==> src/rtl/accu_readout.sv <==
// I/Q accumulator readout: counts integrated samples, captures count and sums
// at the end of a window and streams them as one AXI-Stream frame.
module accu_readout #(
    parameter int AXIS_TDATA_WIDTH = 32,
    parameter int ACC_WIDTH        = 64
) (
    input  logic                          aclk,
    input  logic                          rst,
    input  logic                          accu_enable,
    input  logic                          done_samples_valid,
    input  logic [ACC_WIDTH-1:0]          accu_i,
    input  logic [ACC_WIDTH-1:0]          accu_q,
    output logic [AXIS_TDATA_WIDTH-1:0]   m_axis_tdata,
    output logic                          m_axis_tvalid,
    output logic                          m_axis_tlast,
    input  logic                          m_axis_tready,
    output logic                          busy
);

    localparam int W     = ACC_WIDTH / AXIS_TDATA_WIDTH;
    localparam int IDX_W = (W > 1) ? $clog2(W) : 1;
    localparam int CNT_W = AXIS_TDATA_WIDTH - 1;

    localparam logic [1:0] S_IDLE = 2'd0;
    localparam logic [1:0] S_HDR  = 2'd1;
    localparam logic [1:0] S_I    = 2'd2;
    localparam logic [1:0] S_Q    = 2'd3;

    function automatic logic [AXIS_TDATA_WIDTH-1:0] word_of(
        input logic [ACC_WIDTH-1:0] acc,
        input logic [IDX_W-1:0]     k
    );
        return acc[int'(k)*AXIS_TDATA_WIDTH +: AXIS_TDATA_WIDTH];
    endfunction

    logic [1:0]                    state_q, state_d;
    logic [IDX_W-1:0]              idx_q, idx_d;
    logic [CNT_W-1:0]              cnt_q, cnt_d;
    logic                          en_prev_q, en_prev_d;
    logic                          ovr_q, ovr_d;
    logic [AXIS_TDATA_WIDTH-1:0]   tdata_q, tdata_d;
    logic                          tvalid_q, tvalid_d;
    logic                          tlast_q, tlast_d;
    logic [ACC_WIDTH-1:0]          acc_i_q, acc_i_d;
    logic [ACC_WIDTH-1:0]          acc_q_q, acc_q_d;

    logic                          hs;
    logic                          last_word;
    logic                          final_hs;
    logic                          capture;
    logic                          drop;
    logic [IDX_W-1:0]              nidx;
    logic [AXIS_TDATA_WIDTH-1:0]   header;

    always_comb begin
        hs        = tvalid_q && m_axis_tready;
        last_word = (idx_q == IDX_W'(W - 1));
        nidx      = idx_q + IDX_W'(1);
        final_hs  = (state_q == S_Q) && hs && last_word;
        // A pulse landing on the final handshake starts the next frame rather than overrunning.
        capture   = done_samples_valid && ((state_q == S_IDLE) || final_hs);
        drop      = done_samples_valid && (state_q != S_IDLE) && !final_hs;
        header    = {ovr_q, cnt_q};
    end

    always_comb begin
        en_prev_d = accu_enable;
        cnt_d     = cnt_q;
        if (accu_enable && !en_prev_q) begin
            cnt_d = CNT_W'(1);
        end else if (accu_enable && (cnt_q != {CNT_W{1'b1}})) begin
            cnt_d = cnt_q + CNT_W'(1);
        end

        ovr_d = ovr_q;
        if (capture) begin
            ovr_d = 1'b0;
        end else if (drop) begin
            ovr_d = 1'b1;
        end
    end

    always_comb begin
        state_d  = state_q;
        idx_d    = idx_q;
        tdata_d  = tdata_q;
        tvalid_d = tvalid_q;
        tlast_d  = tlast_q;
        acc_i_d  = acc_i_q;
        acc_q_d  = acc_q_q;

        if (capture) begin
            acc_i_d = accu_i;
            acc_q_d = accu_q;
        end

        case (state_q)
            S_IDLE: begin
                if (capture) begin
                    state_d  = S_HDR;
                    idx_d    = '0;
                    tvalid_d = 1'b1;
                    tdata_d  = header;
                    tlast_d  = 1'b0;
                end
            end
            S_HDR: begin
                if (hs) begin
                    state_d = S_I;
                    idx_d   = '0;
                    tdata_d = word_of(acc_i_q, IDX_W'(0));
                    tlast_d = 1'b0;
                end
            end
            S_I: begin
                if (hs) begin
                    if (last_word) begin
                        state_d = S_Q;
                        idx_d   = '0;
                        tdata_d = word_of(acc_q_q, IDX_W'(0));
                        tlast_d = (W == 1);
                    end else begin
                        idx_d   = nidx;
                        tdata_d = word_of(acc_i_q, nidx);
                    end
                end
            end
            S_Q: begin
                if (hs) begin
                    if (last_word) begin
                        idx_d   = '0;
                        tlast_d = 1'b0;
                        if (capture) begin
                            state_d = S_HDR;
                            tdata_d = header;
                        end else begin
                            state_d  = S_IDLE;
                            tvalid_d = 1'b0;
                            tdata_d  = '0;
                        end
                    end else begin
                        idx_d   = nidx;
                        tdata_d = word_of(acc_q_q, nidx);
                        tlast_d = (nidx == IDX_W'(W - 1));
                    end
                end
            end
            default: begin
                state_d  = S_IDLE;
                tvalid_d = 1'b0;
                tlast_d  = 1'b0;
            end
        endcase
    end

    always_ff @(posedge aclk or negedge rst) begin
        if (!rst) begin
            state_q   <= S_IDLE;
            idx_q     <= '0;
            cnt_q     <= '0;
            en_prev_q <= 1'b0;
            ovr_q     <= 1'b0;
            tdata_q   <= '0;
            tvalid_q  <= 1'b0;
            tlast_q   <= 1'b0;
        end else begin
            state_q   <= state_d;
            idx_q     <= idx_d;
            cnt_q     <= cnt_d;
            en_prev_q <= en_prev_d;
            ovr_q     <= ovr_d;
            tdata_q   <= tdata_d;
            tvalid_q  <= tvalid_d;
            tlast_q   <= tlast_d;
        end
    end

    // Captured sums are only read while a frame is in flight, so they need no reset.
    always_ff @(posedge aclk) begin
        acc_i_q <= acc_i_d;
        acc_q_q <= acc_q_d;
    end

    assign m_axis_tdata  = tdata_q;
    assign m_axis_tvalid = tvalid_q;
    assign m_axis_tlast  = tlast_q;
    assign busy          = (state_q != S_IDLE);

endmodule

==> config.mk <==
export PLATFORM = sky130hd
export DESIGN_NAME = accu_readout
export DESIGN_NICKNAME = d
export VERILOG_FILES = /design/src/rtl/accu_readout.sv
export SDC_FILE = /design/constraint.sdc
export NUM_CORES = 1
export LEC_CHECK = 0
export ABC_AREA = 1
export CORE_MARGIN = 2
export CORE_UTILIZATION = 45
export CTS_CLUSTER_SIZE = 40
export DETAILED_ROUTE_END_ITERATION = 8
export GPL_ROUTABILITY_DRIVEN = 0
export PLACE_DENSITY = 0.76
export SLEW_MARGIN = 20
export SYNTH_ARGS = -nofsm -noshare
export SYNTH_HDL_FRONTEND = slang
export SYNTH_SLANG_ARGS = --single-unit
export TNS_END_PERCENT = 10
==> constraint.sdc <==
create_clock -name aclk -period 4.6 [get_ports aclk]
set_input_delay 1.15 -clock aclk [delete_from_list [all_inputs] [get_ports aclk]]
set_output_delay 1.15 -clock aclk [all_outputs]
set_load 0.05 [all_outputs]
==> results of run 1 <==
-- state kept, by name (all words and copies together) (netlist names) --
register	cells
acc_i_q	64
acc_q_q	64
cnt_q	31
en_prev_q	1
idx_q	1
m_axis_tdata	32
m_axis_tlast	1
m_axis_tvalid	1
ovr_q	1
state_q	2
-- worst min-delay path by stage --
stage                            end  slack (ns)  cells past startpoint
global route         m_axis_tdata[9]        0.50                      2
finish               m_axis_tdata[9]        0.48                      2
floorplan                  cnt_q[30]        0.49                      2
detailed placement  m_axis_tdata[18]        0.47                      2
CTS                 m_axis_tdata[18]        0.49                      2
global placement    m_axis_tdata[21]        0.46                      2
-- critical path: cells and delay by family (launching register included) --
family	cells	cell delay [ns]
fa+ha+maj	1	0.24
buf+inv	3	1.09
flops	1	0.42
-- report_power, final --
part / switching, W / leakage [nW] / internal [W] / total (W)
Combinational: 0.00183 / 2.15 / 0.000852 / 0.00269
Sequential: 0.000194 / 2.10 / 0.00238 / 0.00258
Clock: 0.000749 / 0.286 / 0.000735 / 0.00148
-- per-stage QoR --
stage	instance area (sq um)	util	hold slack, ns
CTS	11680	0.5810	0.4867
global placement	11080	0.5510	0.4630
detailed placement	11080	0.5510	0.4662
floorplan	9151	-	0.4919
global route	11680	0.5810	0.5005
finish	11680	0.5810	0.4828
-- final cells by class --
cell class | instances | area, sq um
Fill cell | 1672 | 8423
Sequential cell | 198 | 5597
Multi-Input combinational cell | 687 | 3141
Timing Repair Buffer | 180 | 1764
Clock buffer | 17 | 425.4
Tap cell | 270 | 337.8
Inverter | 62 | 237.7
Clock inverter | 15 | 178.9
-- cell usage in the layout, fill, tap and decap left out --
cell type and instances:
nand2_1 324, clkdlybuf4s50_1 166, edfxtp_1 128, nor2_1 113
dfrtp_1 69, inv_1 57, o21ai_0 54, a21oi_1 46
nand3_1 39, nand4_1 34, o21a_1 17, clkbuf_16 17
nand3b_1 15, buf_4 13, o21ai_1 8, nand2_2 7
nor2_2 6, xor2_1 6, ha_1 6, clkinv_8 6
inv_6 5, nor3_1 4, inv_2 2, nor2_4 2
clkinv_1 2, inv_8 2, clkinvlp_4 2, a21oi_4 1
a21oi_2 1, nand2_4 1, clkinv_4 1, nor3b_1 1
o31ai_1 1, o32ai_1 1, dfrtp_2 1, buf_2 1
-- per-layer routing --
| layer | vias up | track usage | wire length (um) |
|---|---|---|---|
| met2 | 245 | 0.3580 | 11150 |
| met4 | 0 | 0.05680 | 240 |
| met1 | 3461 | 0.2927 | 9863 |
| met5 | - | 0 | 0 |
| met3 | 19 | 0.05281 | 1550 |
| li1 | 3610 | - | - |
-- cell families (layout without fill, tap and decap cells) --
kind of cell               after synthesis  in the layout  share of synthesized area
xor gates and xnor gates                 6              6                   0.005742
adders and majority gates                6              6                   0.008203
buffers and inverters                  106            274                    0.04690
and+or+nand+nor                        546            546                     0.2514
DFF                                    198            198                     0.6114
AOI/OAI and AO/OA                      129            129                    0.07629
==> out/metrics.cfg, run 1 <==
[run_status]
status=completed

[power]
power_w=0.006747
power_density_mw_per_mm2=577.6
ir_drop_uv=321.0
leakage_nw=4.541

[clocking]
clkTransAtPathRegs_ns=0.08
ctsHoldBuffers=0
cts_sinks=198
ctsResizeCount=0
clock_latency_ns=0.44
cts_tree=done
clock_path_buffers=2
post_cts_buffers=0
cts_made_buffers=17
clockRootBuffer=clkbuf_16
htree_levels=4

[logic_synthesis]
synth_cell_types=30
synth-edff-count=128
synthTopCellsByArea=edfxtp_1 (42%), dfrtp_1 (19%), nand2_1 (13%), nor2_1 (4.6%), o21ai_0 (3.0%)
syn-cell-area_sq_mm=0.009151
seq_area_frac_synth=0.6114
ys_async_sr_fraction=0.3535
yosysTopAreaCellShare=0.4200
syn-instance-count=991
synth_common_cells=nand2_1 (325), edfxtp_1 (128), nor2_1 (113)
yosysMostFrequentCell=nand2_1
synth_top_flop_cell=edfxtp_1
ys_seq_elements=198
yosys_warnings=0
syn_nets=1130
synth_area_leader_cell=edfxtp_1
synth_area_per_cell_sq_um=9.234

[routing]
drtAntennaViolNets=0
drc_errors=0
wire_per_inst_um=15.96
vias=7335
viasPerCell=5.133
dr.pass1.iters=5
routed_wl_um=22810
drt_iter0_drc=459

[critical_path]
reg2regPathDepth=9
crit_arrival_ns=2.19
crit_end=busy
reg2reg_slack_ns=1.73
crit_top_cell=inv_1
worstPathCellList=inv_1 -> ha_1 -> inv_1 -> clkdlybuf4s50_1
crit_fanout=5
crit_type=flip-flop to primary output
slowest_stage=clkdlybuf4s50_1
r2r_end=m_axis_tdata[31]
cp-startpoint=state_q[0]
r2r-start=state_q[0]
critPathLaunchType=flip-flop
cpPeakStageDelay_ns=0.85
worstSetupEndpointType=primary output
cp.required_ns=3.45

[final_layout]
num_antenna_cells=0
area.growth.synth_to_final_pct=27.65
layout-drive-gt1-share=0.05867
layout.nets=1285
instances_no_fill=1429

[run]
maxCapViolations=0

[hold_path]
hp-class=flip-flop to flip-flop
min_from=m_axis_tdata[9]

[global_routing]
grt_max_degree=78
overflow=0
grt_antenna_before_repair=0
first_global_vias=7235
grt_usage=0.2180
grt_pass1_wl_um=36930

[timing]
finalCritPeriodShare=0.7264
period_needed_ns=3.342
setup_viol=0
maxSlewHeadroom=0.3576
fmax_mhz=299.3
skew_ns=0.01479
worstMarginPinSlew_ns=0.9636
rsz0062_at_grt=no
fin_tns_setup_ns=0
slew_violations=0
setup_ws_ns=1.258
hold_violations=0

[floorplan]
die_w_um=146.6
io_pins=168
die_h_um=146.6
start_util=0.4552
coreArea_sq_mm=0.02010
rows=52
dieArea_sq_mm=0.02149

[place]
placed_cells=1397
io_buffer_count=167
hpwlAfterDp_um=16120
pre_cts_slack_ns=1.198

No activity file was read; power rests on OpenSTA's default activity.
==> run 2, diff against run 1 <==
PLACE_DENSITY = 0.79   (was 0.76)
clock period = 2.72 ns   (was 4.6 ns; I/O delays follow)
==> run 2 against run 1 <==
Net effect:
- first-iteration DRC count increased by 53%
- via count increased by 0.64%
- register-to-register slack got worse by 1.3 ns
- die area unchanged
- clock power increased by 71%
- clock skew decreased by 0.0036 ns
- critical endpoint is now m_axis_tvalid
- largest cell class unchanged
- largest power group unchanged
==> out/metrics.cfg, run 2 (same netlist as run 1, synthesis figures left out) <==
[power]
power_w=0.01157  ; +71%
pwr-share-clk=0.219  ; about the same
switching_share=0.4071  ; -0.004567
leakage_nw=4.588  ; +1.0%
sequentialPowerShare=0.376  ; -0.006
p_int_w=0.006857  ; +73%
combPwrFrac=0.404  ; +0.006
p_switching_w=0.004709  ; +70%
power_density_mw_per_mm2=981.8  ; +70%
ir_drop_uv=770.0  ; +140%

[routing]
wl_met2_um=11330  ; +1.6%
top_layer=met4
wire_per_inst_um=16.14  ; +1.1%
drtAntennaViolNets=0  ; unchanged
dr_wl_met3_um=1519  ; -2.0%
drc_errors=0  ; unchanged
drt_iter0_drc=703  ; +53%
drt-met1-wl_um=9904  ; +0.42%
routed_wl_um=23160  ; +1.5%
vias=7382  ; +0.64%
viasPerCell=5.144  ; +0.22%
dr.pass1.iters=5  ; unchanged

[final_layout]
final_cell_mix=nand2_1 (324), clkdlybuf4s50_1 (165), edfxtp_1 (128)
fillers=1681  ; +0.54%
instances_no_fill=1435  ; +0.42%
area.growth.synth_to_final_pct=28.73
layout.nets=1291  ; +0.47%
final_common_cell=nand2_1
multi_input_area_sq_mm=0.003137  ; -0.12%
layout-drive-gt1-share=0.06266  ; +0.003990
num_antenna_cells=0  ; unchanged
seq_area_sq_mm=0.005597  ; unchanged

[critical_path]
cpPeakStageDelay_ns=0.83  ; -0.02 ns
worstSetupEndpointType=primary output
critPathLaunchType=flip-flop
crit_type=flip-flop to primary output
crit_fanout=4  ; -1
crit_arrival_ns=1.68  ; -0.51 ns
critical_path_depth=1  ; -3
slowest_stage=clkdlybuf4s50_1
worstPathCellList=clkdlybuf4s50_1
cp.required_ns=2.04  ; -1.41 ns
path_buf_inv=1  ; -2
critPathTopFamily=buffers and inverters
reg2regPathDepth=7  ; -2

[global_routing]
grt_max_degree=78  ; unchanged
grt_pass1_wl_um=37160  ; +0.62%
first_global_vias=7247  ; +0.17%
overflow=0  ; unchanged
grt_antenna_before_repair=0  ; unchanged
grt_usage=0.2192  ; +0.001156

[clocking]
post_cts_buffers=0  ; unchanged
htree_levels=4  ; unchanged
clock_latency_ns=0.44  ; about the same
cts_tree=done
clkTransAtPathRegs_ns=0.08  ; about the same
clockRootBuffer=clkbuf_16
cts_sinks=198  ; unchanged
ctsHoldBuffers=0  ; unchanged
ctsResizeCount=0  ; unchanged
clock_path_buffers=2  ; unchanged
cts_made_buffers=17  ; unchanged

[floorplan]
rows=52  ; unchanged
die_h_um=146.6  ; unchanged
dieArea_sq_mm=0.02149  ; unchanged
io_pins=168  ; unchanged
coreArea_sq_mm=0.02010  ; unchanged
start_util=0.4552  ; unchanged
die_w_um=146.6  ; unchanged

[timing]
worstMarginPinSlew_ns=0.7010  ; -0.2625 ns
setup_viol=0  ; unchanged
period_needed_ns=2.358
setup_ws_ns=0.3621  ; -0.8963 ns
finalCritPeriodShare=0.8669
slew_violations=0  ; unchanged
rsz0062_at_grt=no
maxSlewHeadroom=0.5298  ; +0.1721
fin_hold_ws_ns=0.2345  ; -0.2483 ns
fmax_mhz=424.1
skew_ns=0.01116  ; -0.003629 ns
hold_violations=0  ; unchanged
fin_tns_setup_ns=0  ; unchanged

[run_status]
status=completed

[place]
pre_cts_slack_ns=0.2846  ; -0.9136 ns
io_buffer_count=167  ; unchanged
hpwlAfterDp_um=16340  ; +1.3%
placed_cells=1403  ; +0.43%

[run]
maxCapViolations=0  ; unchanged

[hold_path]
hp-class=input port to async pin

run 2: cell count changes in the layout (fill, tap and decap cells not counted), sizes merged:
cell / before / now
clkinv: 9 / 8
buf: 14 / 21
bufinv: 0 / 1
clkdlybuf4s50: 166 / 165
run 2: path summary, 6_finish.rpt:
path / from / slack, ns / end
worst min register to register: m_axis_tdata[16] / 0.49 / m_axis_tdata[16]
max in group asynchronous: rst / 1.77 / cnt_q[6]
worst max register to register: idx_q / 0.42 / m_axis_tdata[1]
worst min-delay path: rst / 0.23 / m_axis_tdata[24]
worst max-delay path: m_axis_tvalid / 0.36 / m_axis_tvalid
min in group aclk: m_axis_tdata[16] / 0.49 / m_axis_tdata[16]
run 2: stage by stage:
step	cell area (sq um)	util
after floorplan	9154	-
after global placement	11190	0.5566
after detailed placement	11190	0.5566
after CTS	11780	0.5858
after global routing	11780	0.5859
final	11780	0.5859
run 2: cell type report:
class                      count  share of cell area
multi-input combinational    687              0.2663
clock inverter                15             0.01360
sequential                   198              0.4751
inverter                      62             0.02050
timing repair buffer         186              0.1597
clock buffer                  17             0.03611
tap                          270             0.02868
run 2: layer usage:
layer	vias up	global-route usage
met1	3454	0.2947
met3	33	0.04063
met5	-	0
met4	0	0.06796
met2	279	0.3636
li1	3616	-
run 2: power by group through the flow:
stage / clock [W] / combinational, W / sequential (W)
detailed placement: 0 / 0.00467 / 0.00441
global placement: 0 / 0.00454 / 0.00439
finish: 0.00253 / 0.00468 / 0.00435
CTS: 0.00256 / 0.00469 / 0.00436
global route: 0.00268 / 0.00512 / 0.00442
floorplan: 0 / 0.00230 / 0.00508
